==> src/rtl/clock_source_pkg.sv <==
// -----------------------------------------------------------------------------
// clock_source_pkg
//  Shared definitions for the clock_source block: step FSM state encoding,
//  reset levels of the registered outputs and the debounced levels, and a
//  helper that sizes a counter able to hold the values 0..n-1.
//  No ports (package).
// -----------------------------------------------------------------------------
package clock_source_pkg;

   typedef enum logic [1:0] {
      ST_IDLE    = 2'd0,
      ST_PULSE   = 2'd1,
      ST_RELEASE = 2'd2
   } step_state_t;

   localparam logic APULSE_RST = 1'b0;
   localparam logic MPULSE_RST = 1'b0;
   localparam logic BTN_RST    = 1'b0;
   // Astable mode is the safe power-up choice, so select comes out of reset high.
   localparam logic SELECT_RST = 1'b1;

   // Bits needed to count 0..n-1 (never less than one bit).
   function automatic int unsigned cnt_width(input int unsigned n);
      return (n <= 2) ? 1 : $clog2(n);
   endfunction

endpackage

==> src/rtl/clock_source_debounce.sv <==
// -----------------------------------------------------------------------------
// clock_source_debounce
//  Two-flop synchronizer followed by a stability counter. The debounced level
//  follows the synchronized input only after it has differed from the current
//  level for DEBOUNCE_CYCLES consecutive cycles; a raw change therefore shows
//  up on db_o DEBOUNCE_CYCLES+2 cycles later and shorter glitches are dropped.
// Ports
//  clk_i  in   system clock
//  rst_i  in   synchronous active-high reset
//  raw_i  in   raw asynchronous input
//  db_o   out  debounced level (RESET_VAL after reset)
// -----------------------------------------------------------------------------
module clock_source_debounce
   import clock_source_pkg::*;
#(
   parameter int unsigned DEBOUNCE_CYCLES = 4,
   parameter logic        RESET_VAL       = 1'b0
) (
   input  logic clk_i,
   input  logic rst_i,
   input  logic raw_i,
   output logic db_o
);

   localparam int unsigned     CW       = cnt_width(DEBOUNCE_CYCLES);
   localparam logic [CW-1:0]   CNT_LAST = CW'(DEBOUNCE_CYCLES - 1);
   localparam logic [CW-1:0]   CNT_ONE  = CW'(1);

   logic          sync1_q, sync2_q;
   logic [CW-1:0] cnt_q, cnt_d;
   logic          db_q, db_d;

   always_comb begin
      cnt_d = cnt_q;
      db_d  = db_q;
      if (sync2_q == db_q) begin
         cnt_d = '0;
      end else if (cnt_q == CNT_LAST) begin
         db_d  = sync2_q;
         cnt_d = '0;
      end else begin
         cnt_d = cnt_q + CNT_ONE;
      end
   end

   always_ff @(posedge clk_i) begin
      if (rst_i) begin
         sync1_q <= 1'b0;
         sync2_q <= 1'b0;
         cnt_q   <= '0;
         db_q    <= RESET_VAL;
      end else begin
         sync1_q <= raw_i;
         sync2_q <= sync1_q;
         cnt_q   <= cnt_d;
         db_q    <= db_d;
      end
   end

   assign db_o = db_q;

endmodule

==> src/rtl/clock_source.sv <==
// -----------------------------------------------------------------------------
// clock_source
//  Generates the inputs of the clock module: a programmable astable square
//  wave, a debounced single-step pulse and a debounced mode select.
//  Optional feature: define STEP_REPEAT_EN to auto-repeat the step pulse while
//  the button stays held (adds the REPEAT_DELAY parameter and repeat counter).
// Ports
//  clk_i        in   system clock
//  rst_i        in   synchronous active-high reset
//  div_load_i   in   load div_value_i into the half-period register
//  div_value_i  in   new half-period in clk cycles (0 behaves as 1)
//  btn_step_i   in   raw step button, 1 = pressed
//  sw_mode_i    in   raw mode switch, 1 = astable, 0 = manual
//  apulse_o     out  astable square wave, period 2*max(div,1)
//  mpulse_o     out  MPULSE_LEN-cycle pulse per accepted press
//  select_o     out  debounced mode switch
//
// Step FSM
//  state      | meaning
//  ST_IDLE    | waiting for a debounced press
//  ST_PULSE   | mpulse high, counting MPULSE_LEN cycles
//  ST_RELEASE | pulse done, waiting for the button to be let go
//             | (with STEP_REPEAT_EN: also timing the auto-repeat delay)
// -----------------------------------------------------------------------------
module clock_source
   import clock_source_pkg::*;
#(
   parameter int unsigned DIV_WIDTH       = 16,
   parameter int unsigned DEFAULT_DIV     = 2,
   parameter int unsigned DEBOUNCE_CYCLES = 4,
   parameter int unsigned MPULSE_LEN      = 3
`ifdef STEP_REPEAT_EN
   ,
   parameter int unsigned REPEAT_DELAY    = 64
`endif
) (
   input  logic                 clk_i,
   input  logic                 rst_i,
   input  logic                 div_load_i,
   input  logic [DIV_WIDTH-1:0] div_value_i,
   input  logic                 btn_step_i,
   input  logic                 sw_mode_i,
   output logic                 apulse_o,
   output logic                 mpulse_o,
   output logic                 select_o
);

   localparam logic [DIV_WIDTH-1:0] DIV_ONE = DIV_WIDTH'(1);
   localparam logic [DIV_WIDTH-1:0] DIV_RST = DIV_WIDTH'(DEFAULT_DIV);
   localparam int unsigned          PW         = cnt_width(MPULSE_LEN);
   localparam logic [PW-1:0]        PULSE_LAST = PW'(MPULSE_LEN - 1);
   localparam logic [PW-1:0]        PULSE_ONE  = PW'(1);
`ifdef STEP_REPEAT_EN
   localparam int unsigned          RW         = cnt_width(REPEAT_DELAY);
   localparam logic [RW-1:0]        REP_LAST   = RW'(REPEAT_DELAY - 1);
   localparam logic [RW-1:0]        REP_ONE    = RW'(1);
`endif

   logic btn_db;
   logic sel_db;

   clock_source_debounce #(
      .DEBOUNCE_CYCLES (DEBOUNCE_CYCLES),
      .RESET_VAL       (BTN_RST)
   ) u_db_btn (
      .clk_i (clk_i),
      .rst_i (rst_i),
      .raw_i (btn_step_i),
      .db_o  (btn_db)
   );

   clock_source_debounce #(
      .DEBOUNCE_CYCLES (DEBOUNCE_CYCLES),
      .RESET_VAL       (SELECT_RST)
   ) u_db_sel (
      .clk_i (clk_i),
      .rst_i (rst_i),
      .raw_i (sw_mode_i),
      .db_o  (sel_db)
   );

   // ---------------------------------------------------------------- astable
   logic [DIV_WIDTH-1:0] div_q, div_d;
   logic [DIV_WIDTH-1:0] half_q, half_d;
   logic [DIV_WIDTH-1:0] half_last;
   logic                 apulse_q, apulse_d;

   always_comb begin
      // A zero divider runs at the fastest rate rather than stalling.
      half_last = (div_q == '0) ? '0 : (div_q - DIV_ONE);
      div_d     = div_q;
      half_d    = half_q + DIV_ONE;
      apulse_d  = apulse_q;
      if (div_load_i) begin
         // Load wins over a terminal count in the same cycle; level is held.
         div_d  = div_value_i;
         half_d = '0;
      end else if (half_q == half_last) begin
         half_d   = '0;
         apulse_d = ~apulse_q;
      end
   end

   always_ff @(posedge clk_i) begin
      if (rst_i) begin
         div_q    <= DIV_RST;
         half_q   <= '0;
         apulse_q <= APULSE_RST;
      end else begin
         div_q    <= div_d;
         half_q   <= half_d;
         apulse_q <= apulse_d;
      end
   end

   // -------------------------------------------------------------- step FSM
   step_state_t   state_q;
   logic [PW-1:0] pcnt_q;
   logic          mpulse_q;
`ifdef STEP_REPEAT_EN
   logic [RW-1:0] rep_q;
`endif

   always_ff @(posedge clk_i) begin
      if (rst_i) begin
         state_q  <= ST_IDLE;
         pcnt_q   <= '0;
         mpulse_q <= MPULSE_RST;
`ifdef STEP_REPEAT_EN
         rep_q    <= '0;
`endif
      end else begin
         case (state_q)
            // IDLE is only entered with the button released, so a high level
            // here is always a fresh press.
            ST_IDLE: begin
               if (btn_db) begin
                  state_q  <= ST_PULSE;
                  mpulse_q <= 1'b1;
                  pcnt_q   <= '0;
               end
            end
            ST_PULSE: begin
               if (pcnt_q == PULSE_LAST) begin
                  state_q  <= ST_RELEASE;
                  mpulse_q <= 1'b0;
                  pcnt_q   <= '0;
`ifdef STEP_REPEAT_EN
                  rep_q    <= '0;
`endif
               end else begin
                  pcnt_q <= pcnt_q + PULSE_ONE;
               end
            end
            ST_RELEASE: begin
               if (!btn_db) begin
                  state_q <= ST_IDLE;
               end
`ifdef STEP_REPEAT_EN
               else if (rep_q == REP_LAST) begin
                  state_q  <= ST_PULSE;
                  mpulse_q <= 1'b1;
                  pcnt_q   <= '0;
               end else begin
                  rep_q <= rep_q + REP_ONE;
               end
`endif
            end
            default: begin
               state_q  <= ST_IDLE;
               mpulse_q <= 1'b0;
            end
         endcase
      end
   end

   assign apulse_o = apulse_q;
   assign mpulse_o = mpulse_q;
   assign select_o = sel_db;

endmodule

==> config.mk <==
export PLATFORM = sky130hd
export DESIGN_NAME = clock_source
export DESIGN_NICKNAME = d
export VERILOG_FILES = /design/src/rtl/clock_source_pkg.sv /design/src/rtl/clock_source_debounce.sv /design/src/rtl/clock_source.sv
export SDC_FILE = /design/constraint.sdc
export NUM_CORES = 1
export LEC_CHECK = 0
export CORE_ASPECT_RATIO = 0.6
export CORE_MARGIN = 2
export CORE_UTILIZATION = 35
export CTS_CLUSTER_SIZE = 24
export DETAILED_ROUTE_END_ITERATION = 8
export SLEW_MARGIN = 20
export SYNTH_ARGS = -nofsm -noshare
export SYNTH_HDL_FRONTEND = slang
export SYNTH_HIERARCHICAL = 1
export SYNTH_SLANG_ARGS = --single-unit
export TNS_END_PERCENT = 100
==> constraint.sdc <==
create_clock -name clk_i -period 5.2 [get_ports clk_i]
set_input_delay 0.52 -clock clk_i [delete_from_list [all_inputs] [get_ports clk_i]]
set_output_delay 0.52 -clock clk_i [all_outputs]
set_load 0.03 [all_outputs]
==> results of run 1 <==
-- cell families after synthesis --
group / Yosys count
AND/OR/NAND/NOR: 157
AO/OA/AOI/OAI: 48
flip-flops: 48
buffers and inverters: 32
XOR/XNOR: 25
multiplexers: 19
adder cells (fa/ha/maj): 4
-- flip-flops by register name, indices dropped and copies added, names as in the netlist, 2 cells and up --
name	count
half_q	16
div_q	16
u_db_btn/cnt_q	2
state_q	2
pcnt_q	2
u_db_sel/cnt_q	2
-- Yosys cell counts (3+ instances only) --
master	number
a211oi_1	5
a21oi_1	7
a31oi_1	3
and3_1	9
buf_1	4
buf_6	5
clkbuf_1	14
dfxtp_1	48
ha_1	4
inv_1	7
mux2i_1	18
nand2_1	15
nand3_1	10
nand4_1	4
nor2_1	46
nor2b_1	9
nor3_1	3
nor4_1	20
nor4_2	3
o211ai_1	3
o21ai_0	5
or2_2	3
or3_1	5
or4_1	5
or4_4	3
xnor2_1	15
xor2_1	9
-- final cells by class --
type	count	share of cell area, %
Multi-Input combinational cell	253	53.8
Timing Repair Buffer	25	7.28
Clock inverter	2	1.06
Sequential cell	48	29.1
Inverter	7	0.796
Tap cell	108	4.09
Clock buffer	6	3.90
-- worst paths after layout --
| kind | cells past startpoint | startpoint | end | slack [ns] |
|---|---|---|---|---|
| worst max register to register | 9 | div_q[0] | half_q[12] | 1.53 |
| worst max-delay path | 9 | div_q[0] | half_q[12] | 1.53 |
| worst min register to register | 1 | u_db_sel/cnt_q[0] | u_db_sel/cnt_q[0] | 0.44 |
| worst min-delay path | 1 | u_db_sel/cnt_q[0] | u_db_sel/cnt_q[0] | 0.44 |
-- power groups by stage --
stage | Clock [mW] | Combinational [mW] | Sequential, mW
floorplan | 0 | 0.109 | 0.402
global placement | 0 | 0.136 | 0.410
detailed placement | 0 | 0.136 | 0.411
CTS | 0.371 | 0.137 | 0.403
global route | 0.391 | 0.152 | 0.406
finish | 0.361 | 0.138 | 0.404
-- per-layer routing --
layer / track usage (%) / vias to the layer above / wire length (µm)
met2: 21.7 / 49 / 2490
met4: 4.21 / 0 / 72
met3: 3.99 / 8 / 424
li1: - / 1239 / -
met1: 25.3 / 1124 / 3680
met5: 0 / - / 0
-- through the flow --
stage	setup WS [ns]	power (mW)	util, %
2_1_floorplan	2.20	0.511	-
3_5_place_dp	1.58	0.548	39.5
5_1_grt	1.27	0.949	41.5
4_1_cts	1.53	0.912	41.5
3_3_place_gp	1.74	0.546	39.5
6_report	1.53	0.903	41.5
==> reports/results.ini, run 1 <==
[synth]
yosys_register_bits=48
ys_seq_area_share_pct=33.2
synth_edf_count=0
netlist_top_cells_area=dfxtp_1 (33%), mux2i_1 (6.2%), nor2_1 (6.0%)
synth_top_family_by_area=simple AND/OR/NAND/NOR gates
yosys.cell_types.count=65
yosysTopAreaCell=dfxtp_1
yosysWarnings=6
avgSynthCellArea_um2=8.69
synthXorXnorAreaFrac_pct=8.04
synthDominantCellAreaShare_pct=33.2
synth.area.mux_share_pct=6.61
synth-compound-area-share_pct=12.7
synthAdderAreaFrac_pct=1.73
yosys.area_share.simple_pct=32.2
synth-main-ff-cell=dfxtp_1
syn-num-nets=358
syn_area_um2=2900
async_reset_ff_share_pct=0
syn_inst=333

[cells_and_area]
final_cell_mix=dfxtp_1 (48), nor2_1 (46), clkdlybuf4s50_1 (22)
layout.cells.non_filler=449
area_growth_pct=14.0
multiInputGateArea_um2=1770
drive_above_1_share_pct=10.6
fill_cells=802
final_net_count=365
antennaDiodeCount=0
finalInstanceArea_um2=3300
final_common_cell=dfxtp_1
regArea_um2=961

[drt]
dr.pass1.iters=4
first_iter_violations=185
wl_per_cell_um=14.8
drt-total-wl_um=6660
drc=0
viasPerCell=5.39
ant_nets=0
vias=2420

[pwr]
max-vdd-ir-drop_uv=137
clkPwrFrac_pct=40.0
power_frac_seq_pct=44.7
switching_share_pct=25.1
leakage_nw=1.18
p_comb_share_pct=15.3
p_int_uw=676
power.density_nw_per_um2=274
p_switching_uw=227

[timing]
relSlewSlack_pct=31.3
tightest_slew_ns=1.02
max_freq_mhz=272
whs_ns=0.438
min_period_ns=3.67
finalHoldViolCount=0
setup_tns_ns=0
drv_slew=0
rsz0062_at_grt=false
worst_clock_skew_ns=0.00356
fin_crit_sh_pct=70.6
setup_violations=0

[run_status]
status=completed

[setup_path]
crit_family=simple AND/OR/NAND/NOR gates
critPathArrivalTime_ns=3.81
worstPathMaxFanout=16
critPathKind=register to register
worst_setup_path_start_kind=register
worstSetupEndpointType=register
timing.critical_path.buf_inv=1
crit_chain=inv_1 > ha_1 > or3b_2 > or4_1 > a2111oi_0 > o21bai_2 > o22ai_1 > nor4_4 > nor2_1
slowest_delay_ns=0.91
critPathRequiredTime_ns=5.34
slowest_stage=nor4_4

[grt]
antenna_found_initial=0
grt_use_total_pct=16.2
grt_pass1_wl_um=11400
grt_pass1_vias=2255
grt.overflow.total=0
grt_max_degree=48

[floorplanning]
initial_utilization_pct=36.4
core-area_um2=7950
fp.dieH_um=74.5
fp.dieArea_um2=9040
dieWidth_um=121
io-pin-count=24
rows=25

[place]
port_buffers=23
dp_cells=441
placed_cell_area_um2=3140
gp_congestion=0.852
detailed_place_hpwl_um=4740

[clock_network]
htree_levels=2
insertion_delay_ns=0.29
post_cts_buffers=0
cts_tree=built
cts-resized-gates=0
clk_path_buf_depth=2
cts.sink_count=48
cts_root_buf=clkbuf_16
cts_buffers=5
postCtsHoldBufs=0
cts.clk_slew.worst_paths_ns=0.06

[run]
drv_cap=0

[hold_path]
hold_class=register to register

Power figures use the tool's default switching activity.
==> run 2: changes to the inputs <==
==> constraint.sdc (replaced) <==
create_clock -name clk_i -period 3.4 [get_ports clk_i]
set_input_delay 0.34 -clock clk_i [delete_from_list [all_inputs] [get_ports clk_i]]
set_output_delay 0.34 -clock clk_i [all_outputs]
set_load 0.03 [all_outputs]
==> run 2 against run 1 <==
Net effect:
- worst hold slack got worse by 0.0046 ns
- cell area rose by 1.3%
- setup slack got worse by 1.3 ns
- clock skew barely moved
- routed wire length rose by 3.4%
- combinational power rose by 62%
- global-route usage rose by 0.24 points
- largest cell class unchanged
- largest power group unchanged
- highest routed layer unchanged
==> reports/results.ini, run 2 (synthesis gave the netlist of run 1 again) <==
[clock_network]
post_cts_buffers=0  ; unchanged
cts_buffers=5  ; unchanged
postCtsHoldBufs=0  ; unchanged
cts.clk_slew.worst_paths_ns=0.06  ; about the same
htree_levels=2  ; unchanged
cts.sink_count=48  ; unchanged
insertion_delay_ns=0.29  ; about the same
clk_path_buf_depth=2  ; unchanged
cts_tree=built
cts-resized-gates=0  ; unchanged
cts_root_buf=clkbuf_16

[timing]
tightest_slew_ns=0.694  ; -0.329 ns
min_period_ns=3.16  ; -0.512 ns
worst_clock_skew_ns=0.00361  ; +0.0000507 ns
drv_slew=0  ; unchanged
rsz0062_at_grt=false
fin_crit_sh_pct=93.0  ; +22 points
relSlewSlack_pct=53.7  ; +22 points
finalHoldViolCount=0  ; unchanged
setup_violations=0  ; unchanged
setup_tns_ns=0  ; unchanged
max_freq_mhz=316  ; +16%

[cells_and_area]
antennaDiodeCount=0  ; unchanged
drive_above_1_share_pct=12.6  ; +2.1 points
final_common_cell=dfxtp_1
finalInstanceArea_um2=3340  ; +1.3%
largestRegisters=div_q (16), half_q (16)
final_cell_mix=dfxtp_1 (48), nor2_1 (46), clkdlybuf4s50_1 (22)
area_growth_pct=15.5
final_net_count=372  ; +1.9%

[setup_path]
critPathArrivalTime_ns=3.34  ; -0.47 ns
r2r-end=apulse_o
slowest_delay_ns=0.64  ; -0.27 ns
worstPathMaxFanout=12  ; -4
critPathRequiredTime_ns=3.58  ; -1.76 ns
path_depth=7  ; -2
cpMostUsedCell=or4_4
crit_end=apulse_o
ff2ff_setup_slack_ns=0.24  ; -1.29 ns
worstSetupEndpointType=register
crit_family=simple AND/OR/NAND/NOR gates
timing.critical_path.buf_inv=0  ; -1
r2r_start=div_q[3]
crit_chain=or4_4 > or4_4 > xor2_1 > a221oi_2 > nand4_2 > nor4_1 > mux2_2
slowest_stage=or4_4
r2r_cells=7  ; -2
startpoint=div_q[3]
critPathKind=register to register
worst_setup_path_start_kind=register

[floorplanning]
fp.dieH_um=74.5  ; unchanged
fp.dieArea_um2=9040  ; unchanged
core-area_um2=7950  ; unchanged
dieWidth_um=121  ; unchanged
io-pin-count=24  ; unchanged
rows=25  ; unchanged
initial_utilization_pct=36.4  ; unchanged

[grt]
busiest_layer=met1
met1_usage_pct=25.3  ; about the same
grt_use_total_pct=16.4  ; +0.24 points
grt.overflow.total=0  ; unchanged
antenna_found_initial=0  ; unchanged
met2_usage_pct=22.8  ; +1.1 points
grt_pass1_wl_um=11600  ; +1.5%
grt_max_degree=34  ; -29%
grtUsageMet3_pct=4.06  ; +0.077 points
grt_pass1_vias=2276  ; +0.93%

[place]
detailed_place_hpwl_um=5080  ; +7.3%
gp_congestion=0.843  ; -1.2%
placed_cell_area_um2=3190  ; +1.7%
port_buffers=23  ; unchanged

[drt]
wl_per_cell_um=15.1  ; +1.8%
drt-total-wl_um=6890  ; +3.4%
vias=2500  ; +3.3%
ant_nets=0  ; unchanged
drc=0  ; unchanged
dr.pass1.iters=4  ; unchanged
first_iter_violations=256  ; +38%
viasPerCell=5.48  ; +1.7%

[pwr]
max-vdd-ir-drop_uv=169  ; +23%
leakage_nw=1.21  ; +2.0%
power.density_nw_per_um2=402  ; +47%

[hold_path]
hold_class=register to register

[run_status]
status=completed

[run]
drv_cap=0  ; unchanged

## run 2: cell type report
class	count	area, µm²
repair buffers	32	293
clock buffers	6	139
flip-flops and latches	48	961
clock inverters	2	15.0
inverters	7	26.3
well taps	108	135
fillers	803	4600
multi-input cells	253	1770
## run 2: worst reg2reg max path, stage by stage (launching register included)
cell and delay (ns):
dfxtp_1 0.41, or4_4 0.64, or4_4 0.60, xor2_1 0.17, a221oi_2 0.36, nand4_2 0.19, nor4_1 0.31, mux2_2 0.37
## run 2: worst min-delay path by stage
| stage | start | end | depth (start not counted) |
|---|---|---|---|
| 2_1_floorplan | u_db_btn/cnt_q[0] | u_db_btn/cnt_q[0] | 1 |
| 3_3_place_gp | u_db_btn/sync1_q | u_db_btn/sync2_q | 1 |
| 3_5_place_dp | u_db_btn/cnt_q[0] | u_db_btn/cnt_q[0] | 1 |
| 4_1_cts | u_db_btn/cnt_q[0] | u_db_btn/cnt_q[0] | 1 |
| 5_1_grt | u_db_sel/cnt_q[0] | u_db_sel/cnt_q[0] | 1 |
| 6_report | u_db_sel/cnt_q[0] | u_db_sel/cnt_q[0] | 1 |
## run 2: report_power, final
group	switching [mW]	internal [mW]	total, mW
registers	0.0307	0.584	0.614
clock network	0.214	0.292	0.507
logic	0.113	0.112	0.224
## run 2: per-layer routing
metal / up-vias / part of all wire, %
met5: - / 0
met4: 0 / 0.86
met3: 8 / 5.7
met2: 59 / 39
met1: 1176 / 55
li1: 1257 / -
## run 2: stage by stage
stage,hold WS (ns),util [%],setup WS (ns),power (mW),std cells
6_report,0.434,42.1,0.239,1.35,456
2_1_floorplan,0.404,-,0.397,0.781,333
4_1_cts,0.436,42.1,0.263,1.36,456
3_5_place_dp,0.419,40.1,0.278,0.849,448
5_1_grt,0.458,42.1,0.0661,1.41,456
3_3_place_gp,0.418,40.1,0.326,0.845,448
==> run 3: changes to the inputs <==
--- a/config.mk
+++ b/config.mk
@@ -6,7 +6,7 @@
 export NUM_CORES = 1
 export LEC_CHECK = 0
 export CORE_ASPECT_RATIO = 0.6
-export CORE_MARGIN = 2
+export CORE_MARGIN = 5
 export CORE_UTILIZATION = 35
 export CTS_CLUSTER_SIZE = 24
 export DETAILED_ROUTE_END_ITERATION = 8
==> run 3 against run 2 <==
Net effect:
- die area up 13%
- fmax up 0.72%
- combinational power about the same
- critical path depth up 3
- critical path type unchanged
- clock power up 19%
- largest power group unchanged
- worst hold slack worse by 0.0052 ns
- cell area up 0.41%
- routed wire length up 1.9%
- first-iteration DRC count down 38%
==> reports/results.ini, run 3 (synthesis gave the netlist of run 1 again) <==
[timing]
worst_clock_skew_ns=0.00644  ; +0.00283 ns
whs_ns=0.429  ; -0.00523 ns
finalHoldViolCount=0  ; unchanged
rsz0062_at_grt=false
drv_slew=0  ; unchanged
fin_crit_sh_pct=92.3  ; -0.66 points
relSlewSlack_pct=38.0  ; -16 points
setup_violations=0  ; unchanged
min_period_ns=3.14  ; -0.0225 ns
max_freq_mhz=319  ; +0.72%
setup_tns_ns=0  ; unchanged
tightest_slew_ns=0.930  ; +0.236 ns

[hold_path]
holdPathStages=1  ; unchanged
min_from=u_db_sel/cnt_q[0]
whs_endpoint=u_db_sel/cnt_q[0]
hold_class=register to register

[place]
detailed_place_hpwl_um=5050  ; -0.74%
gp_congestion=0.888  ; +5.4%
port_buffers=23  ; unchanged

[pwr]
leakage_nw=1.22  ; +0.93%
design_power_total_mw=1.44  ; +6.9%
max-vdd-ir-drop_uv=226  ; +34%
power.density_nw_per_um2=428  ; +6.4%

[setup_path]
slowest_stage=or3b_2
worst_setup_path_start_kind=register
crit_chain=inv_1 > ha_1 > or3b_2 > or4_1 > a2111oi_0 > o21bai_2 > o22ai_1 > nor4_4 > buf_4 > nor4_1
critPathKind=register to register
worstPathMaxFanout=16  ; +4
r2r_start=div_q[0]
ff2ff_setup_slack_ns=0.26  ; +0.02 ns
r2r_cells=10  ; +3
timing.critical_path.buf_inv=2  ; +2
slowest_delay_ns=0.50  ; -0.14 ns
critPathArrivalTime_ns=3.27  ; -0.07 ns
critPathRequiredTime_ns=3.54  ; -0.04 ns
r2r-end=half_q[13]
worstSetupEndpointType=register
crit_family=simple AND/OR/NAND/NOR gates

[floorplanning]
io-pin-count=24  ; unchanged
fp.dieArea_um2=10300  ; +13%
rows=25  ; unchanged
core-area_um2=7980  ; +0.39%
initial_utilization_pct=36.3  ; -0.14 points
fp.dieH_um=80.5  ; +8.1%
dieWidth_um=127  ; +4.9%

[clock_network]
cts-resized-gates=0  ; unchanged
cts_tree=built
cts.sink_count=48  ; unchanged
cts_buffers=5  ; unchanged
clk_path_buf_depth=2  ; unchanged
post_cts_buffers=0  ; unchanged
htree_levels=2  ; unchanged
postCtsHoldBufs=0  ; unchanged
insertion_delay_ns=0.29  ; about the same
cts.clk_slew.worst_paths_ns=0.06  ; about the same
cts_root_buf=clkbuf_16

[cells_and_area]
final_net_count=370  ; -0.54%
area_growth_pct=15.9
final_common_cell=dfxtp_1
antennaDiodeCount=0  ; unchanged
regArea_um2=961  ; unchanged
final_cell_mix=dfxtp_1 (48), nor2_1 (46), clkdlybuf4s50_1 (22)
drive_above_1_share_pct=12.1  ; -0.50 points
fill_cells=813  ; +1.2%
largestRegisters=div_q (16), half_q (16)
multiInputGateArea_um2=1770  ; unchanged

[drt]
viasPerCell=5.50  ; +0.40%
drc=0  ; unchanged
route.met3.wl_um=485  ; +23%
first_iter_violations=158  ; -38%
ant_nets=0  ; unchanged
wl_met1_um=3790  ; +0.40%
drt-total-wl_um=7020  ; +1.9%
routed-wl-met2_um=2670  ; +0.41%
wl_per_cell_um=15.5  ; +2.4%
vias=2499  ; -0.040%
highest_layer=met4
dr.pass1.iters=4  ; unchanged

[grt]
grt_use_total_pct=14.7  ; -1.8 points
grt_pass1_vias=2349  ; +3.2%
antenna_found_initial=0  ; unchanged
grt_max_degree=48  ; +41%
grt_pass1_wl_um=12000  ; +3.6%
grt.overflow.total=0  ; unchanged

[run]
drv_cap=0  ; unchanged

[run_status]
status=completed

-- run 3: final cells by class --
| cell class | count | area share [%] |
|---|---|---|
| Multi-Input combinational cell | 253 | 52.9 |
| Sequential cell | 48 | 28.6 |
| Timing Repair Buffer | 30 | 8.27 |
| Clock buffer | 7 | 4.55 |
| Tap cell | 108 | 4.03 |
| Clock inverter | 1 | 0.895 |
| Inverter | 7 | 0.783 |
-- run 3: worst register-to-register path: stages, from the launching register on --
cell and delay (ns):
dfxtp_1 0.38, inv_1 0.09, ha_1 0.18, or3b_2 0.50, or4_1 0.40, a2111oi_0 0.45, o21bai_2 0.20, o22ai_1 0.15
nor4_4 0.27, buf_4 0.28, nor4_1 0.09
-- run 3: how the worst max path moves through the flow --
| stage | from | endpoint | slack, ns | cells after the start |
|---|---|---|---|---|
| after CTS | div_q[0] | half_q[2] | 0.30 | 10 |
| after detailed placement | div_q[0] | half_q[2] | 0.31 | 10 |
| after global placement | div_q[3] | apulse_o | 0.36 | 7 |
| after global routing | div_q[0] | half_q[2] | 0.03 | 10 |
| final | div_q[0] | half_q[13] | 0.26 | 10 |
| after floorplan | div_q[0] | half_q[4] | 0.40 | 12 |
-- run 3: power by group --
part | total [mW] | switching, mW | internal, mW
clock network | 0.601 | 0.214 | 0.387
logic | 0.221 | 0.111 | 0.110
registers | 0.616 | 0.0318 | 0.584
-- run 3: per-stage QoR --
| stage | utilization [%] | cells | instance area (µm²) | worst slack, ns |
|---|---|---|---|---|
| floorplan | - | 333 | 2900 | 0.397 |
| global placement | 39.8 | 446 | 3170 | 0.358 |
| detailed placement | 39.8 | 446 | 3170 | 0.312 |
| CTS | 42.1 | 454 | 3360 | 0.297 |
| global route | 42.1 | 454 | 3360 | 0.0273 |
| finish | 42.1 | 454 | 3360 | 0.262 |
-- run 3: metal layers --
| layer | vias up | global-route usage (%) |
|---|---|---|
| met2 | 73 | 19.9 |
| met4 | 0 | 3.85 |
| met3 | 8 | 3.79 |
| met1 | 1175 | 22.4 |
| li1 | 1243 | - |
| met5 | - | 0 |
